`config.mk`:
```
export PLATFORM = sky130hd
export DESIGN_NAME = fp_vec_pack
export DESIGN_NICKNAME = d
export VERILOG_FILES = /design/src/rtl/fp_vec_pack_pkg.sv /design/src/rtl/fp_vec_pack.sv
export SDC_FILE = /design/constraint.sdc
export NUM_CORES = 1
export LEC_CHECK = 0
export CAP_MARGIN = 20
export CORE_ASPECT_RATIO = 1.4
export CORE_UTILIZATION = 50
export CTS_CLUSTER_SIZE = 40
export DETAILED_ROUTE_END_ITERATION = 7
export HOLD_SLACK_MARGIN = 0.12
export PLACE_DENSITY = 0.75
export SYNTH_ARGS = -nofsm -noshare
export SYNTH_HDL_FRONTEND = slang
export SYNTH_SLANG_ARGS = --single-unit
export TNS_END_PERCENT = 1
```
`constraint.sdc`:
```
create_clock -name clk -period 4.8 [get_ports clk]
set_input_delay 0.72 -clock clk [delete_from_list [all_inputs] [get_ports clk]]
set_output_delay 0.72 -clock clk [all_outputs]
set_load 0.01 [all_outputs]
```
`src/rtl/fp_vec_pack_pkg.sv`:
```
// fp_vec_pack_pkg: fixed-point lane conventions shared by the packer and the MAC operand unpacking
package fp_vec_pack_pkg;
  localparam int DEF_DATA_WIDTH = 16;
  localparam int DEF_DATA_LENGTH = 4;
  function automatic int frac_bits(input int dw);
    return dw / 2;
  endfunction
  function automatic int int_bits(input int dw);
    return dw - dw / 2;
  endfunction
  function automatic int count_width(input int n);
    return $clog2(n + 1);
  endfunction
  // lane k occupies [dw*(k+1)-1 : dw*k], lane 0 at the LSB end
  function automatic int lane_lsb(input int k, input int dw);
    return k * dw;
  endfunction
endpackage

```
`src/rtl/fp_vec_pack.sv`:
```
// fp_vec_pack: collects scalar fixed-point samples into one packed MAC operand vector
module fp_vec_pack
  import fp_vec_pack_pkg::*;
#(
  parameter int DATA_WIDTH = DEF_DATA_WIDTH,
  parameter int DATA_LENGTH = DEF_DATA_LENGTH,
  localparam int CW = count_width(DATA_LENGTH)
) (
  input  logic                              clk,
  input  logic                              rst,
  input  logic [DATA_WIDTH-1:0]             in_data,
  input  logic                              in_valid,
  input  logic                              in_last,
  output logic                              in_ready,
  output logic [DATA_WIDTH*DATA_LENGTH-1:0] out_data,
  output logic                              out_valid,
  input  logic                              out_ready,
  output logic [CW-1:0]                     out_count
);
  localparam int VW = DATA_WIDTH * DATA_LENGTH;
  logic [VW-1:0] asm_q, asm_n;
  logic [CW-1:0] idx;
  logic pend, acc, free, done;
  assign in_ready = !pend;
  assign acc = in_valid && !pend;
  assign free = !out_valid || out_ready;
  assign done = acc && (idx == CW'(DATA_LENGTH - 1) || in_last);
  for (genvar k = 0; k < DATA_LENGTH; k++) begin : g_lane
    assign asm_n[lane_lsb(k, DATA_WIDTH) +: DATA_WIDTH] = (acc && idx == CW'(k)) ? in_data
                                                        : asm_q[lane_lsb(k, DATA_WIDTH) +: DATA_WIDTH];
  end
  // while pending, idx holds the completed vector's lane count
  always_ff @(posedge clk or posedge rst) begin
    if (rst) begin
      asm_q <= '0;
      idx <= '0;
      pend <= 1'b0;
      out_data <= '0;
      out_count <= '0;
      out_valid <= 1'b0;
    end else if (pend && free) begin
      out_data <= asm_q;
      out_count <= idx;
      out_valid <= 1'b1;
      asm_q <= '0;
      idx <= '0;
      pend <= 1'b0;
    end else if (done && free) begin
      out_data <= asm_n;
      out_count <= idx + 1'b1;
      out_valid <= 1'b1;
      asm_q <= '0;
      idx <= '0;
    end else begin
      asm_q <= asm_n;
      idx <= acc ? idx + 1'b1 : idx;
      pend <= pend || done;
      out_valid <= out_valid && !out_ready;
    end
  end
endmodule
```
==> results of run 1 <==
[placed cells by master (no fill, tap or decap), types with 2 or more instances in the layout]
master	synthesis	final
ha_1	5	5
dfrtp_1	136	136
a221o_1	64	64
a21oi_1	67	67
buf_4	0	10
inv_1	6	5
nand4bb_1	3	3
nand3_1	2	2
o211ai_1	2	2
nor2b_1	6	6
clkdlybuf4s50_1	0	89
nor3_2	3	3
nand2_1	135	135
or3_1	4	4
clkbuf_16	0	17
bufinv_16	0	5
clkbuf_8	0	5
nor2_1	8	7
o21ai_4	3	4
and2_1	64	64
[worst register-to-register path, delay by kind of cell, from the launching register on]
kind	cells	cell delay (ps)
fa+ha+maj	1	180
compound gates	1	120
simple gates	3	1870
buf+inv	1	130
flops	1	430
[power groups by stage]
stage / logic (mW) / registers (mW) / clock network, mW
5_1_grt: 1.47 / 1.83 / 1.52
2_1_floorplan: 0.620 / 1.84 / 0
3_5_place_dp: 1.36 / 1.81 / 0
3_3_place_gp: 1.31 / 1.79 / 0
4_1_cts: 1.36 / 1.79 / 1.47
6_report: 1.36 / 1.79 / 1.45
[worst min path at each step]
stage	slack (ps)	end	from	depth (start not counted)
floorplan	480	out_data[0]$_DFFE_PP0P_	asm_q[0]$_DFF_PP0_	1
global placement	480	out_data[48]$_DFFE_PP0P_	asm_q[48]$_DFF_PP0_	1
detailed placement	490	out_data[2]$_DFFE_PP0P_	asm_q[2]$_DFF_PP0_	1
CTS	500	out_data[2]$_DFFE_PP0P_	asm_q[2]$_DFF_PP0_	1
global route	520	out_data[10]$_DFFE_PP0P_	asm_q[10]$_DFF_PP0_	1
finish	500	out_data[2]$_DFFE_PP0P_	asm_q[2]$_DFF_PP0_	1
[cell usage after synthesis (all sizes together)]
| library cell | instances | area [um^2] |
|---|---|---|
| o211ai | 2 | 15.01 |
| o21a | 1 | 7.510 |
| and3 | 1 | 6.260 |
| ha | 5 | 62.56 |
| dfrtp | 136 | 3403 |
| nand3 | 2 | 10.01 |
| nand2b | 2 | 20.02 |
| nor2 | 9 | 36.29 |
| mux2i | 1 | 10.01 |
| and2 | 64 | 400.4 |
| a221o | 64 | 640.6 |
| o2111ai | 1 | 8.760 |
| or3 | 4 | 25.02 |
| nand4bb | 3 | 33.78 |
| nand3b | 1 | 7.510 |
| nor2b | 6 | 37.54 |
| inv | 6 | 22.52 |
| a21oi | 67 | 335.3 |
| nand2 | 135 | 506.7 |
| nor3 | 3 | 30.03 |
| o21ai | 5 | 58.80 |
| clkbuf | 25 | 93.84 |
| a31oi | 1 | 6.260 |
| buf | 13 | 96.34 |
[flip-flops by register name, summed over array words and instances, names as in the netlist]
name,cells
pend,1
out_count,3
asm_q,64
out_valid,1
out_data,64
idx,3
[layout make-up]
class	instances	area (um^2)	area share (%)
clock inverter	7	163.9	2.178
sequential	136	3403	45.23
tap	144	180.2	2.394
clock buffer	23	498.0	6.618
multi-input combinational	377	2277	30.26
inverter	6	25.02	0.3326
timing repair buffer	100	977.2	12.99
[cell families after synthesis]
family | share of synthesized area, %
simple gates | 18.96
compound gates | 18.25
flops | 57.93
buf+inv | 3.621
fa+ha+maj | 1.065
mux | 0.1704
[routing by layer]
layer  vias up  track usage [%]  part of all wire [%]
met1      2328            32.48                    40
li1       2106                -                     -
met2       151            46.24                    52
met3        30            6.935                   5.4
met5         -                0                     0
met4         0            10.41                   2.7
==> results.txt, run 1 <==
Setup WS pre-CTS = 1272 ps
Leak = 3.338 nW
via count of the first global-routing pass = 4637
Slew headroom = 34.90%
# rows = 46
Final #Nets = 664
max-slew violation count = 0
Design Area, Final = 7525 um^2
via count = 4615
Syn Nets = 583
final setup margin = 1675 ps
min Tclk post-route = 3125 ps
port buffer count = 89
hold-fix buffers at CTS = 0
Clock Root Buffer = clkbuf_16
Post-Syn Area = 5874 um^2
Seq/Total Area, Yosys = 57.93%
worst vdd ir = 0.3186 mV
starting density of the core = 51.55%
Pre-Repair DR Iteration Count = 4
clock power share = 31.6%
Layout Skew = 6.241 ps
diode count = 0
Crit Reg-Reg Startpoint = idx[0]$_DFFE_PP0P_
die height = 130.3 um
hpwl dp = 10060 um
Finished Core Util = 66.03%
WS Path Type = input pin to flop
reg2reg setup slack = 2000 ps
Critical Path AT = 3470 ps
Resized Gates After CTS = 0
IO Count = 90
slew at the pin closest to its max-slew limit = 976.5 ps
CP Max Fanout = 17
worst path buffer plus inverter count = 1
post-DR vias/cell = 5.820
final setup fails = 0
status = complete, no violations
sw frac = 29.43%
share of cells above drive strength 1 = 7.858%
period utilisation layout = 65.10%
crit path cell chain = clkdlybuf4s50_1 > nand4bb_1 > nor3_2 > and2_1 > a221o_1
antenna-violating nets left = 0
largest net degree at the start of global routing = 80
CTS tree = done
CTS Sinks = 136
placed cell areas = 6837 um^2
Die Wd = 93.61 um
WL/cell = 19.46 um
RSZ-0062 raised after global routing = false
Clock Pin Slew Worst Setup and Hold Paths = 60 ps
setup TNS = 0 ps
MaxCap Viol Count = 0
fill count = 887
Synthesis Warnings = 0
Die ar. = 12190 um^2
Max Buffers Root-to-Sink = 2
Synth Register Bits = 136
Cell variety after synth = 29
initial antenna violation count = 0
worst path required time = 5140 ps
grt ovf = 0
critical path capture point type = flop
Int Pwr = 3.251 mW
1st-iter DRT viols = 409
Layout area overhead = 28.09%
crit path launch type = input pin
PD cells = 612.1 nW/um^2
crit-path max cell delay = 960 ps
critical path depth = 5
R2R Path End = out_data[47]$_DFFE_PP0P_
Num CTS Buffers = 17
GR Util All Layers = 26.92%
total setup buffers inserted after CTS = 0
synthesized area per cell = 10.55 um^2
Fmax = 320.0 MHz
Synth Instances = 557
Residual DRC = 0
Min-Delay Path Class = flop to flop
R2R depth = 6
crit path to = out_data[47]$_DFFE_PP0P_
crit path from = in_valid
first-pass GRT wire length = 24340 um
placed cell count = 760
combinational power share = 29.5%
family with the most delay on the worst path = simple AND/OR/NAND/NOR gates
part of the power in registers = 39.0%
Worst-Skew Late Latency = 410 ps
Final Routed Wirelength = 15430 um
Hold WS = 496.6 ps
Max H-tree Level = 4
Net Sw Power = 1.356 mW
area of the core = 11400 um^2
Total Power = 4.606 mW
CP max stage cell = nor3_2
Final Hold Vio Count = 0
Final Wtd Congestion = 0.8516
Layout Cells excl Fill = 793
Note: power is estimated with default switching activity, not from simulation.
==> run 2, diff against run 1 <==
CORE_UTILIZATION = 49   (was 50)
PLACE_DENSITY = 0.76   (was 0.75)
clock period = 2.65 ns   (was 4.8 ns; I/O delays follow)
==> results.txt, run 2 (same netlist as run 1, synthesis figures left out) <==
most common cell after layout, fill and taps aside = dfrtp_1
1st-iter DRT viols = 379
critical path capture point type = flop
Die ar. = 12440 um^2
Num CTS Buffers = 17
Min-Delay Path Class = input pin to async pin
Max H-tree Level = 4
worst path required time = 2950 ps
CTS tree = done
WL/cell = 19.12 um
Max Buffers Root-to-Sink = 2
Top Registers = asm_q (64), out_data (64)
area of the core = 11510 um^2
WS Path Type = flop to flop
setup TNS = 0 ps
Resized Gates After CTS = 0
crit path from = idx[0]$_DFFE_PP0P_
Final Wtd Congestion = 0.8617
clock power share = 29.7%
Layout Skew = 10.44 ps
via count = 4711
via count of the first global-routing pass = 4819
initial antenna violation count = 0
first-pass GRT wire length = 25120 um
PD cells = 1079 nW/um^2
Worst-Skew Late Latency = 420 ps
Die Wd = 94.54 um
combinational power share = 30.5%
CTS Sinks = 136
share of cells above drive strength 1 = 9.132%
RSZ-0062 raised after global routing = false
post-DR vias/cell = 5.881
sw frac = 30.63%
crit path launch type = flop
Net Sw Power = 2.491 mW
starting density of the core = 51.03%
most frequent cells in the layout = 136 x dfrtp_1, 135 x nand2_1, 89 x clkdlybuf4s50_1
max-slew violation count = 0
Leak = 3.341 nW
antenna-violating nets left = 0
Clock Pin Slew Worst Setup and Hold Paths = 60 ps
period utilisation layout = 92.35%
final setup fails = 0
Pre-Repair DR Iteration Count = 5
Int Pwr = 5.643 mW
min Tclk post-route = 2447 ps
placed cell areas = 6930 um^2
Final Routed Wirelength = 15310 um
Critical Path AT = 2740 ps
IO Count = 90
MaxCap Viol Count = 0
total setup buffers inserted after CTS = 0
status = complete, no violations
Layout area overhead = 28.29%
hpwl dp = 10010 um
Fmax = 408.6 MHz
slew at the pin closest to its max-slew limit = 980.7 ps
GR Util All Layers = 26.63%
largest net degree at the start of global routing = 50
CP Max Fanout = 16
grt ovf = 0
die height = 131.6 um
worst vdd ir = 0.6109 mV
Final #Nets = 670
Slew headroom = 34.26%
Final Hold Vio Count = 0
Clock Root Buffer = clkbuf_16
Crit Reg-Reg Startpoint = idx[0]$_DFFE_PP0P_
Design Area, Final = 7536 um^2
Residual DRC = 0
part of the power in registers = 39.8%
# rows = 46
hold-fix buffers at CTS = 0
diode count = 0
port buffer count = 89
## run 2: final cells by class
class                           instances  area [um^2]
Fill cell                             905         3975
Sequential cell                       136         3403
Multi-Input combinational cell        377         2277
Timing Repair Buffer                  106         1044
Clock buffer                           19        452.9
Tap cell                              144        180.2
Clock inverter                         13        152.6
Inverter                                6        26.28
## run 2: worst max-delay path: stages (launching register included)
cell,delay [ps]
dfrtp_1,440
ha_1,240
ha_1,240
nor2_2,290
or3_1,470
o21ai_4,230
a221o_1,410
## run 2: worst paths after layout
path	slack [ps]	end	cells past startpoint
max reg2reg	200	out_data[44]$_DFFE_PP0P_	6
min in group clk	500	out_data[11]$_DFFE_PP0P_	1
min reg2reg	500	out_data[11]$_DFFE_PP0P_	1
min	400	asm_q[55]$_DFF_PP0_	2
max in group asynchronous	1550	asm_q[41]$_DFF_PP0_	3
max	200	out_data[44]$_DFFE_PP0P_	6
## run 2: power groups by stage
stage / registers (mW) / clock network (mW) / logic, mW
after global placement: 3.24 / 0 / 2.42
after detailed placement: 3.26 / 0 / 2.49
after floorplan: 3.33 / 0 / 1.12
after CTS: 3.24 / 2.43 / 2.51
final: 3.24 / 2.42 / 2.48
after global routing: 3.31 / 2.52 / 2.70
## run 2: per-stage QoR
stage / utilization [%] / setup slack (ps) / power [mW] / hold slack, ps / instances
5_1_grt: 65.47 / 28.65 / 8.532 / 436.6 / 801
3_3_place_gp: 60.21 / 296.3 / 5.656 / 482.9 / 769
2_1_floorplan: - / 559.4 / 4.455 / 478.4 / 557
6_report: 65.47 / 202.7 / 8.134 / 397.9 / 801
3_5_place_dp: 60.21 / 215.8 / 5.755 / 491.7 / 769
4_1_cts: 65.47 / 217.4 / 8.174 / 402.7 / 801
## run 2: per-layer routing
| metal | GRT usage [%] | part of all wire, % | up-vias |
|---|---|---|---|
| li1 | - | - | 2127 |
| met1 | 33.71 | 40 | 2381 |
| met2 | 43.60 | 52 | 166 |
| met3 | 5.208 | 4.6 | 37 |
| met4 | 12.04 | 3.1 | 0 |
| met5 | 0 | 0 | - |
==> run 3, diff against run 2 <==
PLACE_DENSITY = not set   (was 0.76)
PLACE_DENSITY_LB_ADDON = 0.3   (was not set)
SETUP_SLACK_MARGIN = 0.2   (was not set)
==> results.txt, run 3 (same netlist as run 1, synthesis figures left out) <==
status = complete, no violations
most common cell after layout, fill and taps aside = dfrtp_1
Leak = 3.336 nW
setup TNS = 0 ps
antenna-violating nets left = 0
CTS tree = done
final setup fails = 0
Fmax = 442.0 MHz
period utilisation layout = 85.38%
min Tclk post-route = 2263 ps
# rows = 46
Die Wd = 94.54 um
Worst-Skew Late Latency = 420 ps
port buffer count = 89
PD cells = 1086 nW/um^2
Top Registers = asm_q (64), out_data (64)
Final Routed Wirelength = 15270 um
GR Util All Layers = 26.14%
Layout area overhead = 28.48%
Total Power = 8.198 mW
largest net degree at the start of global routing = 137
post-DR vias/cell = 5.852
crit path launch type = flop
Design Area, Final = 7547 um^2
Clock Root Buffer = clkbuf_16
CTS Sinks = 136
IO Count = 90
Max H-tree Level = 4
Residual DRC = 0
R2R depth = 6
Critical Path AT = 2560 ps
initial antenna violation count = 0
grt ovf = 0
via count = 4676
Crit Reg-Reg Startpoint = idx[0]$_DFFE_PP0P_
max-slew violation count = 0
via count of the first global-routing pass = 4485
Hold Path End = out_data[51]$_DFFE_PP0P_
hpwl dp = 9441 um
diode count = 0
Layout Skew = 8.747 ps
die height = 131.6 um
CP Max Fanout = 16
RSZ-0062 raised after global routing = false
most frequent cells in the layout = 136 x dfrtp_1, 135 x nand2_1, 89 x clkdlybuf4s50_1
Setup WS pre-CTS = 136.5 ps
reg2reg setup slack = 390 ps
starting density of the core = 51.03%
placed cell count = 766
MaxCap Viol Count = 0
final setup margin = 387.3 ps
Slew headroom = 38.73%
Final #Nets = 668
first-pass GRT wire length = 24010 um
WL/cell = 19.11 um
area of the core = 11510 um^2
critical path capture point type = flop
Min-Delay Path Class = flop to flop
Final Wtd Congestion = 0.8688
Final Hold Vio Count = 0
Max Buffers Root-to-Sink = 2
1st-iter DRT viols = 303
slew at the pin closest to its max-slew limit = 915.7 ps
Clock Pin Slew Worst Setup and Hold Paths = 60 ps
R2R Path End = out_data[46]$_DFFE_PP0P_
Pre-Repair DR Iteration Count = 5
hold wc startpoint = asm_q[51]$_DFF_PP0_
Die ar. = 12440 um^2
WS Path Type = flop to flop
Worst Hold Depth = 1
worst path required time = 2950 ps
share of cells above drive strength 1 = 9.008%
Num CTS Buffers = 17
worst vdd ir = 0.6208 mV
placed cell areas = 6908 um^2
Layout Cells excl Fill = 799
==> run 3: metal layers <==
layer	track usage [%]	up-vias	part of all wire, %	wire length, um
met2	40.38	181	49	7548
met1	35.27	2336	42	6387
met5	0	-	0	0
met4	12.29	0	3.5	535
met3	5.093	35	5.2	796
li1	-	2124	-	-
==> run 3: area by class of cell <==
type / count / area [um^2]
Multi-Input combinational cell: 377 / 2282
Sequential cell: 136 / 3403
Clock inverter: 15 / 201.4
Inverter: 6 / 26.28
Tap cell: 144 / 180.2
Timing Repair Buffer: 104 / 1028
Fill cell: 884 / 3964
Clock buffer: 17 / 425.4
==> run 3: worst max-delay path by stage <==
stage               cells past startpoint  slack, ps                        to          startpoint
global placement                        5        220  out_data[56]$_DFFE_PP0P_            in_valid
global route                            6        290  out_data[15]$_DFFE_PP0P_  idx[0]$_DFFE_PP0P_
floorplan                               1        560        asm_q[0]$_DFF_PP0_                 rst
finish                                  6        390  out_data[46]$_DFFE_PP0P_  idx[0]$_DFFE_PP0P_
detailed placement                      5        140  out_data[54]$_DFFE_PP0P_            in_valid
CTS                                     6        310  out_data[60]$_DFFE_PP0P_  idx[0]$_DFFE_PP0P_
==> run 3: worst max-delay path, stage by stage, from the launching register on <==
cell and delay, ps:
dfrtp_1 430, ha_1 230, ha_1 240, nor2_2 360
or3_4 300, o21ai_4 160, a221o_1 400
==> run 3: report_power, final <==
part | switching, mW | total, mW | internal, mW
clock network | 0.913 | 2.49 | 1.58
logic | 1.12 | 2.48 | 1.35
registers | 0.462 | 3.23 | 2.77
total | 2.50 | 8.20 | 5.70
==> run 3: repair_timing <==
| item | CTS | global route |
|---|---|---|
| endpoints found under the setup margin | 17 | 0 |
| endpoints found under the hold margin | 0 | 0 |
| resized for setup | 1 | 0 |
| hold buffers | 0 | 0 |
| setup buffers | 0 | 0 |
==> run 3: per-stage QoR <==
step / hold slack [ps] / util, %
2_1_floorplan: 478.4 / -
5_1_grt: 505.2 / 65.57
4_1_cts: 497.0 / 65.50
3_3_place_gp: 483.2 / 60.01
3_5_place_dp: 487.7 / 60.01
6_report: 496.2 / 65.57
